`config.mk`:
```
export PLATFORM = sky130hd
export DESIGN_NAME = key_debounce10
export DESIGN_NICKNAME = d
export VERILOG_FILES = /design/src/rtl/key_debounce10.sv
export SDC_FILE = /design/constraint.sdc
export NUM_CORES = 1
export LEC_CHECK = 0
export CAP_MARGIN = 20
export CORE_MARGIN = 10
export CORE_UTILIZATION = 45
export CTS_CLUSTER_DIAMETER = 40
export CTS_CLUSTER_SIZE = 30
export DETAILED_ROUTE_END_ITERATION = 8
export PLACE_DENSITY = 0.69
export SYNTH_ARGS = -nofsm -noshare
export SYNTH_HDL_FRONTEND = slang
export SYNTH_SLANG_ARGS = --single-unit
export TNS_END_PERCENT = 30
```
`constraint.sdc`:
```
create_clock -name clk -period 11.6 [get_ports clk]
set_input_delay 1.16 -clock clk [delete_from_list [all_inputs] [get_ports clk]]
set_output_delay 1.16 -clock clk [all_outputs]
set_load 0.005 [all_outputs]
```
`src/rtl/key_debounce10.sv`:
```
// Ten-channel pushbutton conditioner: 2-FF synchronizer, per-channel debounce counter,
// registered press/release events. Define KEY_INVERT_EN for active-low (pull-up) key inputs.
module key_debounce10 #(
  parameter int unsigned DEBOUNCE_CYCLES = 120000
) (
  input  logic       clk,
  input  logic       rst,
  input  logic [9:0] key_in,
  output logic [9:0] key_db,
  output logic [9:0] key_press,
  output logic [9:0] key_release,
  output logic       any_key
);

  localparam int unsigned NCH   = 10;
  localparam int unsigned CNT_W = $clog2(DEBOUNCE_CYCLES);
  localparam logic [CNT_W-1:0] CNT_LAST = CNT_W'(DEBOUNCE_CYCLES - 1);

`ifdef KEY_INVERT_EN
  localparam logic [NCH-1:0] SYNC_IDLE = '1;
`else
  localparam logic [NCH-1:0] SYNC_IDLE = '0;
`endif

  logic [NCH-1:0]   sync1;
  logic [NCH-1:0]   sync2;
  logic [NCH-1:0]   s;
  logic [NCH-1:0]   accept;
  logic [CNT_W-1:0] cnt [NCH];

  // Synchronizer keeps raw pin polarity so it can reset to the idle pin level.
  always_ff @(posedge clk or posedge rst) begin
    if (rst) begin
      sync1 <= SYNC_IDLE;
      sync2 <= SYNC_IDLE;
    end else begin
      sync1 <= key_in;
      sync2 <= sync1;
    end
  end

  always_comb begin
    s = sync2 ^ SYNC_IDLE;
  end

  always_comb begin
    accept = '0;
    for (int unsigned n = 0; n < NCH; n++) begin
      accept[n] = (s[n] != key_db[n]) && (cnt[n] == CNT_LAST);
    end
  end

  always_ff @(posedge clk or posedge rst) begin
    if (rst) begin
      for (int unsigned n = 0; n < NCH; n++) begin
        cnt[n] <= '0;
      end
    end else begin
      for (int unsigned n = 0; n < NCH; n++) begin
        if (s[n] == key_db[n] || accept[n]) begin
          cnt[n] <= '0;
        end else begin
          cnt[n] <= cnt[n] + 1'b1;
        end
      end
    end
  end

  // Events are registered alongside key_db, so each pulse spans the cycle after the level change.
  always_ff @(posedge clk or posedge rst) begin
    if (rst) begin
      key_db      <= '0;
      key_press   <= '0;
      key_release <= '0;
    end else begin
      key_db      <= key_db ^ accept;
      key_press   <= accept & s;
      key_release <= accept & ~s;
    end
  end

  always_comb begin
    any_key = |key_db;
  end

endmodule

```
======== Yosys cells after proc, flatten, opt, wreduce, memory -nomap -nowiden ========
Cells that the tools add are included.
word-level totals
  bits in writable memories ............... 0
  memory bits (read-only) ................. 0
  latch bits .............................. 0
  bits of input ports ..................... 12
  bits in registers ....................... 220
  memories ................................ 0
cells by class
  shift-type cells ........................ 0
  bitwise logic cells ..................... 4
  add/subtract/negate cells ............... 10
  order comparisons ....................... 0
  equal/unequal tests ..................... 30
  reductions and logical operators ........ 21
  muxes and demuxes ....................... 10
  multipliers ............................. 0
  divide/modulo/power cells ............... 0
operator list
  kind                   count
  $add 17x1->17 const B  10
  $eq 17x17->1 const B   10
  $mux 17                10
  $and 10x10->10         2
  $eq 1x1->1             10
  $logic_and 1x1->1      10
  $logic_or 1x1->1       10
  $ne 1x1->1             10
  $not 10->10            1
  $reduce_or 10->1       1
  $xor 10x10->10         1

======== Depth between registers and ports, before layout ========
Gate-level depths: netlist (run 1).
  word-level depth ........................ 4
  gate-level depth with buffers ........... 7
  gate-level depth less buffers ........... 5

======== Worst setup path after synthesis (run 1) ========
Ideal clock, no wire load.
  path type ............................... reg-to-reg
  start ................................... register cnt[161] (netlist bit)
  end ..................................... register with a tool-made name
  arrival ................................. 1.949 ns
  period minus slack after synthesis ...... 2.074 ns
  data required time ...................... 11.475 ns
  setup slack ............................. 9.526 ns
  cell stages (with the launch flop) ...... 5
  cells stage by stage .................... dfrtp_1 -> or4_1 -> or4_4 -> or2_4 -> mux2_4
RTL lines
  item                               RTL line  RTL
  from (decl)                        29        logic [CNT_W-1:0] cnt [NCH];
  from (signal, indexed assignment)  63        cnt[n] <= cnt[n] + 1'b1;

==> metrics.yaml, run 1 <==
status: "complete, no violations"
cts_max_path_buffers: 3
power_density_nw_per_um2: 162
p_sw_w: 0.000417
finalWeightedCongestion: 0.800
path_max_fanout: 6
cp.required_ns: 10.44
drt-wirelength-per-cell_um: 14.0
min_from: "sync1[0]$_DFF_PP0_"
fin_skew_ns: 0.0186
crit_path_end_kind: "output pin"
grt_pass1_vias: 7052
final_nets: 1045
ys.flop_type: "dfrtp_1"
r2r_start: "cnt[51]$_DFF_PP0_"
hp-class: "reg2reg"
grt_pass1_wl_mm: 33.4
syn2layout_area_growth_pct: 20.5
period_minus_slack_ns: 3.45
viasPerCell: 5.24
fin_crit_sh: 0.297
clkLatencyLatePin_ns: 0.50
syn_area_um2: 9920
synth.distinct_cells: 39
grt_start_max_net_pins: 142
cts_buffers: 35
maxSlewHeadroom: 0.371
post_cts.repair.setup_buffers: 0
power_frac_clock: 0.566
async_flop_share: 1.00
grtUsageTotal: 0.135
switching_share: 0.215
chipHeight_um: 168
pwr-share-comb: 0.025
fp.dieArea_um2: 28400
startpoint_type: "flip-flop"
yosysWarnings: 0
synth-seq-cells: 220
tightestPinTransition_ns: 0.944
max_freq_ghz: 0.290
ir_drop_mv: 0.110
hold_buffers: 0
ctsHtreeMaxLevel: 2
antenna_found_initial: 0
gr-total-overflow: 0
finalSetupViolations: 0
seqPwrFrac: 0.409
ys_seq_area_frac: 0.555
diodes: 0
initial_core_util: 0.456
dp_hpwl_mm: 11.9
vias: 6961
ios: 43
dr.pass1.iters: 4
dieWidth_um: 168
maxCapViolations: 0
drtAntennaViolNets: 0
nFillCells: 1887
arrival_ns: 2.29
ctsResizeCount: 0
cts_tree: "built"
tns_ns: 0
finalHoldViolCount: 0
wl_mm: 18.6
cts_root_buf: "clkbuf_16"
drcViolationCount: 0
synth_fp_nets: 975
rows: 54
portBuffers: 42
synth_cells: 953
clk_pin_slew_worst_paths_ns: 0.05
fin_util: 0.549
clkSinkCount: 220
power.internal_w: 0.00152
power_leakage_nw: 4.75
drv_slew: 0
synth_enable_flop_cells: 0
drive_above_1_share: 0.0849
drtIter0Drc: 347
rsz0062_at_grt: "false"
crit_type: "reg2out"
fp.coreArea_um2: 21800
avgSynthCellArea_um2: 10.4
-- final timing paths --
kind                       depth (start not counted)  slack, ns            endpoint
setup / recovery                                   3       8.15             any_key
hold / removal                                     0       0.34      s[0]$_DFF_PP0_
setup reg to reg                                   6       9.16   cnt[62]$_DFF_PP0_
hold reg to reg                                    0       0.34      s[0]$_DFF_PP0_
max in group asynchronous                          4       9.14  cnt[138]$_DFF_PP0_
min in group asynchronous                          2       1.25   cnt[59]$_DFF_PP0_
-- cells in the mapped netlist (9+ instances only) --
cell type | count | share of area
nor3b_1 | 24 | 0.018
nor2_1 | 188 | 0.071
xnor2_1 | 122 | 0.11
ha_1 | 10 | 0.013
clkbuf_1 | 12 | 0.0045
xor2_1 | 36 | 0.032
mux2_2 | 9 | 0.010
nand2_1 | 39 | 0.015
inv_1 | 30 | 0.011
nor4_1 | 50 | 0.032
nand3_1 | 61 | 0.031
dfrtp_1 | 220 | 0.55
nor3_1 | 37 | 0.019
nand4_1 | 55 | 0.035
-- metal layers --
| layer | GRT usage | vias up | routed length, µm |
|---|---|---|---|
| li1 | - | 3454 | - |
| met1 | 0.179 | 3374 | 8720 |
| met2 | 0.209 | 100 | 8460 |
| met3 | 0.0398 | 33 | 1030 |
| met4 | 0.0439 | 0 | 426 |
| met5 | 0 | - | 0 |
-- layout by cell type (no fill, tap or decap), types with 2 or more instances in the layout --
master and instances:
buf_4 6, or2_2 3, xor2_1 36, mux2_2 9, clkdlybuf4s50_1 42, xnor2_1 122, nand2_1 39, nor4_1 50
dfrtp_1 220, clkinv_4 4, or4_1 4, a21oi_1 2, inv_6 6, ha_1 10, nor2_1 188, and4_1 5
nand3_1 61, nor3b_1 24, nand4b_1 5, clkbuf_16 37, a31o_2 3, nand4_1 55, nand3b_1 2, bufinv_16 6
nor4bb_1 3, nor4b_1 4, and3_1 7, o31ai_1 5, clkinv_2 6, inv_1 29, nor3_1 37, or3_1 2
-- final cells by class --
class	count	area, µm²	area share
sequential	220	5510	0.461
clock buffer	39	943	0.0789
tap	280	350	0.0293
multi-input combinational	687	4240	0.354
inverter	30	120	0.0100
clock inverter	23	305	0.0255
timing repair buffer	49	493	0.0412
-- worst max-delay path, cell delays in order (launching register included) --
cell,delay (ns)
dfrtp_1,0.45
nor4_1,0.61
nand3_1,0.23
clkdlybuf4s50_1,0.50
-- through the flow --
stage | hold WS (ns) | total power, W | instance area, µm² | worst slack [ns] | instances
2_1_floorplan | 0.331 | 0.000838 | 9920 | 4.42 | 953
3_3_place_gp | 0.333 | 0.000853 | 10700 | 8.12 | 1264
3_5_place_dp | 0.336 | 0.000855 | 10700 | 8.10 | 1264
4_1_cts | 0.347 | 0.00196 | 11900 | 8.09 | 1326
5_1_grt | 0.353 | 0.00201 | 12000 | 8.03 | 1328
6_report | 0.344 | 0.00194 | 12000 | 8.15 | 1328
-- power by group through the flow --
stage	clock network, W	registers [W]	logic, W
after global routing	0.00116	0.000794	0.0000567
final	0.00110	0.000793	0.0000483
after CTS	0.00112	0.000793	0.0000491
after floorplan	0	0.000803	0.0000345
after global placement	0	0.000806	0.0000477
after detailed placement	0	0.000806	0.0000488
-- logic make-up after synthesis --
logic type / after synthesis / share of synthesized area
muxes: 10 / 0.0117
AOI/OAI and AO/OA: 13 / 0.00984
and+or+nand+nor: 496 / 0.253
adders and majority gates: 10 / 0.0126
DFF: 220 / 0.555
xor gates and xnor gates: 158 / 0.139
buffers and inverters: 46 / 0.0182
-- flip-flops by register name, summed over array words and instances (netlist names), named ones only --
register and flops:
key_release 10, s 10, cnt 170, key_press 10, sync1 10
Note: power is estimated with default switching activity, not from simulation.
==> run 2, diff against run 1 <==
- clock period: 11.6 -> 3.21 ns (I/O delays scaled with it)
==> run 2 against run 1 <==
  * Design area is 1.9% lower
  * Cell count stayed put
  * Clock power grew to 2.9 times the previous value
  * Clock skew up 0.0014 ns
  * Critical path type unchanged
  * Highest routed layer unchanged
==> metrics.yaml, run 2 (synthesis gave the netlist of run 1 again) <==
clkLatencyLatePin_ns: 0.55  # was 0.50 ns
r2r-end: "cnt[157]$_DFF_PP0_"  # was cnt[62]$_DFF_PP0_
status: "complete, no violations"  # unchanged
tns_ns: 0  # unchanged
rsz0062_at_grt: "false"  # unchanged
portBuffers: 42  # unchanged
cts_root_buf: "clkbuf_16"  # unchanged
chipHeight_um: 168  # unchanged
gr-total-overflow: 0  # unchanged
ir_drop_mv: 0.438  # was 0.110 mV
most-common-layout-cells: "dfrtp_1, nor2_1, xnor2_1"  # unchanged
multi_input_area_um2: 4240  # unchanged
clk_pin_slew_worst_paths_ns: 0.06  # was 0.05 ns
dieWidth_um: 168  # unchanged
drcViolationCount: 0  # unchanged
crit_type: "reg2out"  # unchanged
top_register: "cnt"  # unchanged
r2r_start: "cnt[161]$_DFF_PP0_"  # was cnt[51]$_DFF_PP0_
ctsResizeCount: 0  # unchanged
viasPerCell: 5.20  # was 5.24
r2r_slack_ns: 0.91  # was 9.16 ns
period_minus_slack_ns: 2.74
fin_crit_sh: 0.852
placed_cell_area_um2: 10800  # was 10700 µm²
dp_cells: 1271  # was 1264
vias: 6904  # was 6961
nFillCells: 1918  # was 1887
power_leakage_nw: 4.64  # was 4.75 nW
largest_reg_flops: 170  # unchanged
path_max_fanout: 6  # unchanged
ctsHtreeMaxLevel: 1  # was 2
fin_skew_ns: 0.0200  # was 0.0186 ns
drtAntennaViolNets: 0  # unchanged
grt_pass1_wl_mm: 31.9  # was 33.4 mm
final_nets: 1046  # was 1045
grt_pass1_vias: 6788  # was 7052
clkSinkCount: 220  # unchanged
syn2layout_area_growth_pct: 18.2  # was 20.5%
hp-class: "in2async"  # was reg2reg
startpoint_type: "flip-flop"  # unchanged
layout_commonest_cell: "dfrtp_1"  # unchanged
cts_tree: "built"  # unchanged
fp.coreArea_um2: 21800  # unchanged
final_area_um2: 11700  # was 12000 µm²
rr_worst_depth: 4  # was 6
crit_path_end_kind: "output pin"  # unchanged
grt_start_max_net_pins: 84  # was 142
dp_hpwl_mm: 12.0  # was 11.9 mm
fin_util: 0.539  # was 0.549
initial_core_util: 0.456  # unchanged
finalHoldViolCount: 0  # unchanged
dr.pass1.iters: 4  # unchanged
tightestPinTransition_ns: 0.731  # was 0.944 ns
ios: 43  # unchanged
post_cts.repair.setup_buffers: 0  # unchanged
fp.dieArea_um2: 28400  # unchanged
maxCapViolations: 0  # unchanged
grtUsageTotal: 0.128  # was 0.135
drv_slew: 0  # unchanged
maxSlewHeadroom: 0.508  # was 0.371
wl_mm: 18.3  # was 18.6 mm
rows: 54  # unchanged
finalSetupViolations: 0  # unchanged
hold_buffers: 0  # unchanged
drtIter0Drc: 358  # was 347
p_total_w: 0.00619  # was 0.00194 W
max_freq_ghz: 0.366
cts_max_path_buffers: 3  # unchanged
finalNonFillerCells: 1328  # unchanged
drt-wirelength-per-cell_um: 13.8  # was 14.0 µm
drive_above_1_share: 0.0830  # was 0.0849
diodes: 0  # unchanged
power_density_nw_per_um2: 527  # was 162 nW/µm²
finalWeightedCongestion: 0.838  # was 0.800
cp.required_ns: 2.89  # was 10.44 ns
seq_area_um2: 5510  # unchanged
arrival_ns: 2.41  # was 2.29 ns
cts_buffers: 31  # was 35
antenna_found_initial: 0  # unchanged
==> run 2: area by class of cell <==
class                      instances  share of cell area
timing repair buffer              54              0.0467
sequential                       220               0.469
multi-input combinational        687               0.361
clock inverter                    21              0.0138
inverter                          30             0.00992
clock buffer                      36              0.0694
tap                              280              0.0299
==> run 2: worst max-delay path by stage <==
| stage | endpoint | slack (ns) | depth (start not counted) |
|---|---|---|---|
| floorplan | async pin | 0.02 | 1 |
| global placement | cnt[165]$_DFF_PP0_ | 0.96 | 4 |
| detailed placement | cnt[158]$_DFF_PP0_ | 0.92 | 4 |
| CTS | any_key | 0.51 | 3 |
| global route | any_key | 0.42 | 3 |
| finish | any_key | 0.47 | 3 |
==> run 2: per-stage QoR <==
step	setup slack (ns)	hold WS, ns
2_1_floorplan	0.0209	0.331
3_3_place_gp	0.959	0.334
3_5_place_dp	0.924	0.335
4_1_cts	0.509	0.133
5_1_grt	0.420	0.161
6_report	0.474	0.146
==> run 2: report_power, final <==
group	leakage [nW]	internal, W	switching [W]
Combinational	1.16	0.0000646	0.000116
Clock	0.476	0.00184	0.00130
Sequential	3.00	0.00282	0.0000468
Total	4.64	0.00473	0.00146
==> run 2: worst max-delay path, cell delays in order (launching register included) <==
cell and delay [ns]:
dfrtp_1 0.45, nor4_1 0.69, nand3_1 0.23, clkdlybuf4s50_1 0.50
==> run 2: per-layer routing <==
layer  up-vias  wire [µm]  GRT usage
met1      3311       8830      0.171
met5         -          0          0
met3        39        884     0.0333
met4         0        434     0.0356
li1       3471          -          -
met2        83       8180      0.203
==> run 3, diff against run 2 <==
- clock period: 3.21 -> 3.45 ns (I/O delays scaled with it)
==> run 3 against run 2 <==
  * Clock power down 1%
  * Routed wire length up 1.3%
  * Global-route usage up 0.28 points
  * Clock skew down 0.011 ns
  * Sequential share of layout area down 0.11 points
  * Design area up 0.25%
  * Worst hold slack better by 0.016 ns
  * Critical path depth unchanged
  * First-iteration DRC count up 9.8%
  * Flip-flop and latch count unchanged
  * Die area unchanged
  * Utilization up 0.13 points
==> metrics.yaml, run 3 (synthesis gave the netlist of run 1 again) <==
status: "complete, no violations"  # unchanged
drt-wirelength-per-cell_um: 14.0  # was 13.8 µm
ios: 43  # unchanged
drive_above_1_share: 0.0841  # was 0.0830
grt_pass1_vias: 6947  # was 6788
maxCapViolations: 0  # unchanged
tns_ns: 0  # unchanged
hold_buffers: 0  # unchanged
diodes: 0  # unchanged
drcViolationCount: 0  # unchanged
period_minus_slack_ns: 2.65
cp.required_ns: 3.11  # was 2.89 ns
arrival_ns: 2.31  # was 2.41 ns
dp_hpwl_mm: 12.2  # was 12.0 mm
finalHoldViolCount: 0  # unchanged
wl_mm: 18.6  # was 18.3 mm
r2r_start: "cnt[85]$_DFF_PP0_"  # was cnt[161]$_DFF_PP0_
grt_start_max_net_pins: 126  # was 84
seq_area_um2: 5510  # unchanged
fin_skew_ns: 0.00919  # was 0.0200 ns
maxSlewHeadroom: 0.548  # was 0.508
critPathMaxStageDelay_ns: 0.64  # was 0.69 ns
path_max_fanout: 6  # unchanged
fin_crit_sh: 0.768
chipHeight_um: 168  # unchanged
portBuffers: 42  # unchanged
place_ws_ns: 1.18  # was 0.924 ns
finalWeightedCongestion: 0.813  # was 0.838
grtUsageTotal: 0.131  # was 0.128
path_cells: "nor4_1, nand3_1, clkdlybuf4s50_1"  # unchanged
final_area_um2: 11800  # was 11700 µm²
multi_input_area_um2: 4240  # unchanged
layout_commonest_cell: "dfrtp_1"  # unchanged
clkLatencyLatePin_ns: 0.54  # was 0.55 ns
crit_path_end_kind: "output pin"  # unchanged
fp.dieArea_um2: 28400  # unchanged
clkSinkCount: 220  # unchanged
final_nets: 1045  # was 1046
tightestPinTransition_ns: 0.672  # was 0.731 ns
r2r_slack_ns: 1.20  # was 0.91 ns
gr-total-overflow: 0  # unchanged
drtIter0Drc: 393  # was 358
syn2layout_area_growth_pct: 18.5  # was 18.2%
ctsHtreeMaxLevel: 1  # unchanged
ir_drop_mv: 0.451  # was 0.438 mV
whs_ns: 0.162  # was 0.146 ns
clk_pin_slew_worst_paths_ns: 0.06  # about the same
crit_type: "reg2out"  # unchanged
nFillCells: 1909  # was 1918
power_leakage_nw: 4.66  # was 4.64 nW
grt_pass1_wl_mm: 32.7  # was 31.9 mm
fin_util: 0.541  # was 0.539
antenna_found_initial: 0  # unchanged
largest_reg_flops: 170  # unchanged
drtAntennaViolNets: 0  # unchanged
rr_worst_depth: 5  # was 4
initial_core_util: 0.456  # unchanged
dr.pass1.iters: 4  # unchanged
dieWidth_um: 168  # unchanged
cts_max_path_buffers: 3  # unchanged
fp.coreArea_um2: 21800  # unchanged
drv_slew: 0  # unchanged
placed_cell_area_um2: 10700  # was 10800 µm²
post_cts.repair.setup_buffers: 0  # unchanged
power_density_nw_per_um2: 504  # was 527 nW/µm²
max_freq_ghz: 0.377
startpoint_type: "flip-flop"  # unchanged
crit_slowest_cell: "nor4_1"  # unchanged
cts_root_buf: "clkbuf_16"  # unchanged
top_register: "cnt"  # unchanged
cts_tree: "built"  # unchanged
rsz0062_at_grt: "false"  # unchanged
hp-class: "in2async"  # unchanged
setup_ws_ns: 0.799  # was 0.474 ns
vias: 6919  # was 6904
rows: 54  # unchanged
most-common-layout-cells: "dfrtp_1, nor2_1, xnor2_1"  # unchanged
finalSetupViolations: 0  # unchanged
viasPerCell: 5.22  # was 5.20
cts_buffers: 30  # was 31
r2r-end: "cnt[95]$_DFF_PP0_"  # was cnt[157]$_DFF_PP0_
ctsResizeCount: 0  # unchanged
## run 3: cell count changes in the layout (fill, tap and decap cells not counted)
| cell | previous run | this run |
|---|---|---|
| clkinv_4 | 7 | 3 |
| clkbuf_1 | 3 | 0 |
| inv_8 | 0 | 3 |
| buf_12 | 3 | 1 |
| buf_4 | 9 | 11 |
| bufinv_16 | 0 | 2 |
| clkbuf_8 | 2 | 3 |
| clkinvlp_4 | 4 | 3 |
## run 3: report_power, final
group	switching, W	internal (W)	total, W	leakage (nW)
registers	0.0000440	0.00262	0.00267	3.00
clock network	0.00121	0.00189	0.00310	0.509
logic	0.000108	0.0000565	0.000165	1.15
## run 3: how the worst max path moves through the flow
stage	start	end	slack, ns
2_1_floorplan	rst	async pin	0.24
3_3_place_gp	cnt[161]$_DFF_PP0_	cnt[163]$_DFF_PP0_	1.23
3_5_place_dp	cnt[161]$_DFF_PP0_	cnt[169]$_DFF_PP0_	1.18
4_1_cts	flip-flop	any_key	0.76
5_1_grt	flip-flop	any_key	0.71
6_report	flip-flop	any_key	0.80
## run 3: layout make-up
| cell class | instances | area share |
|---|---|---|
| Sequential cell | 220 | 0.468 |
| Timing Repair Buffer | 54 | 0.0445 |
| Tap cell | 280 | 0.0298 |
| Clock buffer | 34 | 0.0695 |
| Inverter | 30 | 0.00989 |
| Multi-Input combinational cell | 687 | 0.360 |
| Clock inverter | 21 | 0.0181 |
## run 3: worst max-delay path, delay by kind of cell (launching register included)
kind / cells / cell delay [ns]
DFF: 1 / 0.44
and+or+nand+nor: 2 / 0.84
buffers and inverters: 1 / 0.49
## run 3: layer usage
metal,global-route usage,share of wire,up-vias
met5,0,0,-
met4,0.0394,0.025,0
met3,0.0313,0.049,31
met2,0.210,0.45,112
met1,0.173,0.47,3335
li1,-,-,3441
## run 3: through the flow
| stage | total power (W) | instances |
|---|---|---|
| after floorplan | 0.00282 | 953 |
| after global placement | 0.00288 | 1271 |
| after detailed placement | 0.00288 | 1271 |
| after CTS | 0.00601 | 1326 |
| after global routing | 0.00614 | 1326 |
| final | 0.00593 | 1326 |
